$ cat src/rtl/exec_pkg.sv
// Shared opcode constants, instruction field positions and FSM encodings for exec_unit.
package exec_pkg;

  localparam int OPC_MSB = 23;
  localparam int OPC_LSB = 16;
  localparam int OPA_MSB = 15;
  localparam int OPA_LSB = 8;
  localparam int OPB_MSB = 7;
  localparam int OPB_LSB = 0;

  localparam logic [7:0] OP_NOP = 8'h00;
  localparam logic [7:0] OP_LDI = 8'h01;
  localparam logic [7:0] OP_ADD = 8'h02;
  localparam logic [7:0] OP_SUB = 8'h03;
  localparam logic [7:0] OP_AND = 8'h04;
  localparam logic [7:0] OP_OR  = 8'h05;
  localparam logic [7:0] OP_JMP = 8'h06;
  localparam logic [7:0] OP_JZ  = 8'h07;
  localparam logic [7:0] OP_JC  = 8'h08;
  localparam logic [7:0] OP_MUL = 8'h09;

`ifdef EXEC_MUL_EN
  typedef enum logic [1:0] {
    ST_IDLE = 2'd0,
    ST_EXEC = 2'd1,
    ST_DONE = 2'd2,
    ST_MUL  = 2'd3
  } state_t;
`else
  typedef enum logic [1:0] {
    ST_IDLE = 2'd0,
    ST_EXEC = 2'd1,
    ST_DONE = 2'd2
  } state_t;
`endif

endpackage

$ cat src/rtl/exec_alu.sv
// Combinational ALU for ADD/SUB/AND/OR; carry is carry-out for ADD and borrow for SUB, zero otherwise.
module exec_alu
  import exec_pkg::*;
(
  input  logic [7:0] i_op,
  input  logic [7:0] i_a,
  input  logic [7:0] i_b,
  output logic [7:0] o_result,
  output logic       o_carry,
  output logic       o_zero
);

  logic [8:0] w_wide;

  always_comb begin
    w_wide = 9'h000;
    case (i_op)
      OP_ADD:  w_wide = {1'b0, i_a} + {1'b0, i_b};
      OP_SUB:  w_wide = {1'b0, i_a} - {1'b0, i_b};
      OP_AND:  w_wide = {1'b0, i_a & i_b};
      OP_OR:   w_wide = {1'b0, i_a | i_b};
      default: w_wide = 9'h000;
    endcase
  end

  assign o_result = w_wide[7:0];
  assign o_carry  = w_wide[8];
  assign o_zero   = (w_wide[7:0] == 8'h00);

endmodule

$ cat src/rtl/exec_unit.sv
// Single-issue executor: op_done/pc_br_en two cycles after acceptance (MUL adds 8 with EXEC_MUL_EN).
// No backpressure: op_rdy while busy is dropped and flagged in sticky overrun.
module exec_unit
  import exec_pkg::*;
#(
  parameter int NUM_REGS = 4
) (
  input  logic        i_clk,
  input  logic        i_rst_n,
  input  logic        i_op_rdy,
  input  logic [23:0] i_full_opcode,
  input  logic [1:0]  i_dbg_sel,
  output logic        o_busy,
  output logic        o_op_done,
  output logic        o_pc_br_en,
  output logic [7:0]  o_pc_next_instr_addr,
  output logic        o_flag_z,
  output logic        o_flag_c,
  output logic        o_illegal,
  output logic        o_overrun,
  output logic [7:0]  o_dbg_data
);

  state_t      r_state;
  state_t      w_next_state;
  logic [23:0] r_instr;
  logic [7:0]  r_regs [NUM_REGS];
  logic        r_flag_z;
  logic        r_flag_c;
  logic        r_illegal;
  logic        r_overrun;
  logic        r_pc_br_en;
  logic [7:0]  r_pc_addr;

  logic [7:0]  w_opc;
  logic [1:0]  w_ra;
  logic [1:0]  w_rb;
  logic [7:0]  w_imm;
  logic [7:0]  w_a;
  logic [7:0]  w_b;
  logic [7:0]  w_alu_res;
  logic        w_alu_c;
  logic        w_alu_z;
  logic        w_take;
  logic        w_unused_a;

  assign w_opc      = r_instr[OPC_MSB:OPC_LSB];
  assign w_ra       = r_instr[OPA_LSB+1:OPA_LSB];
  assign w_rb       = r_instr[OPB_LSB+1:OPB_LSB];
  assign w_imm      = r_instr[OPB_MSB:OPB_LSB];
  assign w_unused_a = ^r_instr[OPA_MSB:OPA_LSB+2];
  assign w_a        = r_regs[w_ra];
  assign w_b        = r_regs[w_rb];

  exec_alu u_alu (
    .i_op     (w_opc),
    .i_a      (w_a),
    .i_b      (w_b),
    .o_result (w_alu_res),
    .o_carry  (w_alu_c),
    .o_zero   (w_alu_z)
  );

  // Conditional jumps test the flags as they stood before this instruction.
  always_comb begin
    w_take = 1'b0;
    case (w_opc)
      OP_JMP:  w_take = 1'b1;
      OP_JZ:   w_take = r_flag_z;
      OP_JC:   w_take = r_flag_c;
      default: w_take = 1'b0;
    endcase
  end

`ifdef EXEC_MUL_EN
  logic [15:0] r_mul_acc;
  logic [15:0] r_mul_mcand;
  logic [7:0]  r_mul_mplier;
  logic [2:0]  r_mul_cnt;
  logic [15:0] w_mul_sum;
  logic        w_mul_last;

  assign w_mul_sum  = r_mul_acc + (r_mul_mplier[0] ? r_mul_mcand : 16'h0000);
  assign w_mul_last = (r_mul_cnt == 3'd7);
`endif

  always_ff @(posedge i_clk or negedge i_rst_n) begin
    if (!i_rst_n) r_state <= ST_IDLE;
    else          r_state <= w_next_state;
  end

  always_comb begin
    w_next_state = r_state;
    o_busy       = 1'b0;
    o_op_done    = 1'b0;
    case (r_state)
      ST_IDLE: if (i_op_rdy) w_next_state = ST_EXEC;
`ifdef EXEC_MUL_EN
      ST_EXEC: w_next_state = (w_opc == OP_MUL) ? ST_MUL : ST_DONE;
      ST_MUL:  if (w_mul_last) w_next_state = ST_DONE;
`else
      ST_EXEC: w_next_state = ST_DONE;
`endif
      ST_DONE: w_next_state = ST_IDLE;
      default: w_next_state = ST_IDLE;
    endcase
    o_busy    = (r_state != ST_IDLE);
    o_op_done = (r_state == ST_DONE);
  end

  always_ff @(posedge i_clk or negedge i_rst_n) begin
    if (!i_rst_n) begin
      for (int i = 0; i < NUM_REGS; i++) r_regs[i] <= 8'h00;
      r_instr    <= 24'h000000;
      r_flag_z   <= 1'b0;
      r_flag_c   <= 1'b0;
      r_illegal  <= 1'b0;
      r_overrun  <= 1'b0;
      r_pc_br_en <= 1'b0;
      r_pc_addr  <= 8'h00;
`ifdef EXEC_MUL_EN
      r_mul_acc    <= 16'h0000;
      r_mul_mcand  <= 16'h0000;
      r_mul_mplier <= 8'h00;
      r_mul_cnt    <= 3'd0;
`endif
    end else begin
      r_pc_br_en <= 1'b0;
      if (i_op_rdy) begin
        if (r_state == ST_IDLE) r_instr   <= i_full_opcode;
        else                    r_overrun <= 1'b1;
      end
      if (r_state == ST_EXEC) begin
        case (w_opc)
          OP_NOP: ;
          OP_LDI: r_regs[w_ra] <= w_imm;
          OP_ADD, OP_SUB, OP_AND, OP_OR: begin
            r_regs[w_ra] <= w_alu_res;
            r_flag_z     <= w_alu_z;
            r_flag_c     <= w_alu_c;
          end
          OP_JMP, OP_JZ, OP_JC: begin
            if (w_take) begin
              r_pc_br_en <= 1'b1;
              r_pc_addr  <= w_imm;
            end
          end
`ifdef EXEC_MUL_EN
          OP_MUL: begin
            r_mul_acc    <= 16'h0000;
            r_mul_mcand  <= {8'h00, w_a};
            r_mul_mplier <= w_b;
            r_mul_cnt    <= 3'd0;
          end
`endif
          default: r_illegal <= 1'b1;
        endcase
      end
`ifdef EXEC_MUL_EN
      // One multiplier bit per cycle; the eighth step also retires the result.
      if (r_state == ST_MUL) begin
        r_mul_acc    <= w_mul_sum;
        r_mul_mcand  <= {r_mul_mcand[14:0], 1'b0};
        r_mul_mplier <= {1'b0, r_mul_mplier[7:1]};
        r_mul_cnt    <= r_mul_cnt + 3'd1;
        if (w_mul_last) begin
          r_regs[w_ra] <= w_mul_sum[7:0];
          r_flag_c     <= |w_mul_sum[15:8];
          r_flag_z     <= (w_mul_sum[7:0] == 8'h00);
        end
      end
`endif
    end
  end

  assign o_pc_br_en           = r_pc_br_en;
  assign o_pc_next_instr_addr = r_pc_addr;
  assign o_flag_z             = r_flag_z;
  assign o_flag_c             = r_flag_c;
  assign o_illegal            = r_illegal;
  assign o_overrun            = r_overrun;
  assign o_dbg_data           = r_regs[i_dbg_sel];

endmodule

$ cat config.mk
export PLATFORM = sky130hd
export DESIGN_NAME = exec_unit
export DESIGN_NICKNAME = d
export VERILOG_FILES = /design/src/rtl/exec_pkg.sv /design/src/rtl/exec_alu.sv /design/src/rtl/exec_unit.sv
export SDC_FILE = /design/constraint.sdc
export NUM_CORES = 1
export LEC_CHECK = 0
export ABC_CLOCK_PERIOD_IN_PS = 6500
export CORE_ASPECT_RATIO = 0.8
export CORE_MARGIN = 1.5
export CORE_UTILIZATION = 52
export DETAILED_ROUTE_END_ITERATION = 12
export PLACE_DENSITY = 0.78
export SYNTH_ARGS = -nofsm -noshare
export SYNTH_HDL_FRONTEND = slang
export SYNTH_SLANG_ARGS = --single-unit
$ cat constraint.sdc
create_clock -name i_clk -period 6.5 [get_ports i_clk]
set_clock_uncertainty 0.1 [all_clocks]
set_input_delay 0.65 -clock i_clk [delete_from_list [all_inputs] [get_ports i_clk]]
set_output_delay 0.65 -clock i_clk [all_outputs]
set_load 0.02 [all_outputs]
==> flow_summary.ini <==
[floorplanning]
rows = 27
design.core.area_um2 = 7030
die_h_um = 79.9
die-area_um2 = 7910
io_pins = 52
dieWidth_um = 99.1
start_util_pct = 54.6

[pwr]
vdd.ir_drop.worst_mv = 0.213
cellLeakagePower_uw = 0.00197
power_density_nw_per_um2 = 398

[cts]
cts_buffer_depth = 2
clk_latency_ns = 0.35
numCtsBuffers = 9
ctsHoldBuffers = 0
clock-root-buffer = clkbuf_8
clock-sinks = 65
cts.clk_slew.worst_paths_ns = 0.08
cts_tree = built
post-cts-setup-buffer-count = 0
ctsResizeCount = 0
h-tree-depth = 3

[logic_synthesis]
syn_area_um2 = 3840
synth_edf_count = 0
synth-seq-cells = 65
syn_avg_cell_area_um2 = 11.8
yosysSeqAreaShare_pct = 42.4
synth-async-reset-ratio_pct = 100
post_synth_inst_count = 325
synth_cell_types = 49
syn_nets = 366
yosysWarnings = 0
synth-main-ff-cell = dfrtp_1

[cells_and_area]
fin_cells = 460
area_delta_synth_final_pct = 19.0
drive_gt1_share_pct = 21.7
diodes = 0
fin_nets = 409
post-route-util_pct = 65.0

[route]
drc_errors = 0
dr.pass1.iters = 6
drtAntennaViolNets = 0
drt_iter0_drc = 145
avgRoutedWirePerCell_um = 20.1
vias = 2853
wirelength_mm = 9.25
viasPerCell = 6.20

[worst_setup_path]
path_max_fanout = 7
crit_type = flip-flop to flip-flop
worstPathCellList = or4_1 > nor2_1 > and2_1 > nand2_1 > mux2i_1 > fa_1 > a21o_1 > a211o_1 > a21oi_1 > xor2_1 > o21ai_0 > or3_1 > o21ai_1
end_kind = flip-flop
worst_setup_path_start_kind = flip-flop
required_ns = 6.68
cp.arrival_ns = 4.68
crit_path_top_delay_cell = or4_1
slowest_delay_ns = 0.59

[sta]
setup_viol = 0
finalCritPeriodShare_pct = 69.3
final.setup.tns_ns = 0
rsz0062_at_grt = false
slew_viol_final = 0
slew-limit-headroom_pct = 27.1
min_period_ns = 4.50
worst_slew_pin_slew_ns = 1.09
final-hold-violation-count = 0
fmax_ghz = 0.222

[grt]
grt_pass1_wl_mm = 14.8
overflow = 0
track_usage_pct = 25.1
grt_pass1_vias = 2768
grt_max_degree = 66
antenna_found_initial = 0

[flow_run]
cap_violations = 0

[placement]
dp.cells = 444
numPortBuffers = 45
hpwl_mm = 6.36
gp_congestion = 0.978

[outcome]
status = finished clean

[hold_path]
holdCritPathClass = primary input to async pin
==> metrics by stage <==
stage	power (µW)	worst slack, ns	area [µm²]	hold WS (ns)
floorplan	1200	2.82	3840	0.254
global placement	1390	2.20	4340	0.338
detailed placement	1410	2.15	4340	0.351
CTS	1820	2.09	4570	0.369
global route	1930	1.72	4570	0.397
finish	1820	2.00	4570	0.353
==> Yosys cell counts (2+ instances only) <==
master,count,area [µm²]
dfrtp_1,65,1630
mux2_2,37,417
nand2_1,29,109
o21ai_0,24,120
mux4_2,19,428
nor2_1,19,71.3
a21oi_1,18,90.1
clkbuf_1,12,45.0
ha_1,11,138
inv_1,8,30.0
xor2_1,8,70.1
or3_1,6,37.5
mux4_1,5,131
nand2b_1,5,31.3
xnor2_1,5,43.8
a22oi_1,4,30.0
maj3_1,4,40.0
a21o_1,3,22.5
and2_1,3,18.8
nor2b_1,3,18.8
a31oi_1,2,12.5
buf_2,2,10.0
mux2i_1,2,20.0
nand4b_1,2,17.5
o211ai_1,2,15.0
o21a_1,2,15.0
o21ai_1,2,10.0
or2_1,2,12.5
==> worst max-delay path, delay by kind of cell (launching register included) <==
kind | cells | cell delay, ns
flip-flops | 1 | 0.38
AO/OA/AOI/OAI | 5 | 1.04
multiplexers | 1 | 0.25
XOR/XNOR | 1 | 0.16
AND/OR/NAND/NOR | 5 | 2.01
adder cells (fa/ha/maj) | 1 | 0.46
==> where the power goes <==
group	switching (µW)	internal (µW)	total, µW	leakage, µW
logic	414	422	836	0.00101
clock network	180	220	400	0.000116
registers	104	478	582	0.000847
==> cell usage in the layout, fill, tap and decap left out, drive strengths merged, types with 7 or more instances in the layout <==
cell type	synthesis	routed
ha	11	11
nor2	19	19
o21ai	26	26
clkdlybuf4s50	0	44
dfrtp	65	65
a21oi	18	18
inv	8	10
clkbuf	12	9
mux4	24	24
xor2	8	8
or3	7	7
nand2	29	29
mux2	37	37
==> cell families (layout without fill, tap and decap cells) <==
logic type / count (synthesis) / in the layout / synth area share (%)
simple gates: 75 / 75 / 9.45
compound gates: 69 / 69 / 11.3
flops: 65 / 65 / 42.4
mux: 63 / 63 / 25.9
buf+inv: 23 / 71 / 2.51
fa+ha+maj: 17 / 17 / 5.44
xor+xnor: 13 / 13 / 2.97
==> final timing paths <==
path / from / endpoint / slack, ns / cells after the start
max reg2reg: r_instr[21]$_DFFE_PN0P_ / o_flag_z$_DFFE_PN0P_ / 2.00 / 13
min: i_rst_n / o_pc_next_instr_addr[2]$_DFFE_PN0P_ / 0.35 / 2
max: r_instr[21]$_DFFE_PN0P_ / o_flag_z$_DFFE_PN0P_ / 2.00 / 13
min reg2reg: o_overrun$_DFFE_PN0P_ / o_overrun$_DFFE_PN0P_ / 0.36 / 1
min in group i_clk: o_overrun$_DFFE_PN0P_ / o_overrun$_DFFE_PN0P_ / 0.36 / 1
max in group asynchronous: i_rst_n / r_regs[29]$_DFFE_PN0P_ / 5.39 / 2
==> metal layers <==
metal / vias up / global-route usage (%) / wire length (µm)
li1: 1297 / - / -
met1: 1434 / 34.9 / 4240
met2: 112 / 39.3 / 4240
met3: 10 / 7.71 / 676
met4: 0 / 5.35 / 100
met5: - / 0 / 0
==> layout make-up <==
cell class | instances | area [µm²]
fillers | 563 | 2460
multi-input cells | 237 | 2120
repair buffers | 47 | 460
clock buffers | 9 | 124
well taps | 87 | 109
flip-flops and latches | 65 | 1630
clock inverters | 7 | 103
inverters | 8 | 30.0
==> registers in the layout, indices dropped and copies added (netlist names) <==
| signal | flops |
|---|---|
| o_flag_c | 1 |
| o_flag_z | 1 |
| o_illegal | 1 |
| o_overrun | 1 |
| o_pc_br_en | 1 |
| o_pc_next_instr_addr | 8 |
| r_instr | 18 |
| r_regs | 32 |
| r_state | 2 |
Note: power is estimated with default switching activity, not from simulation.
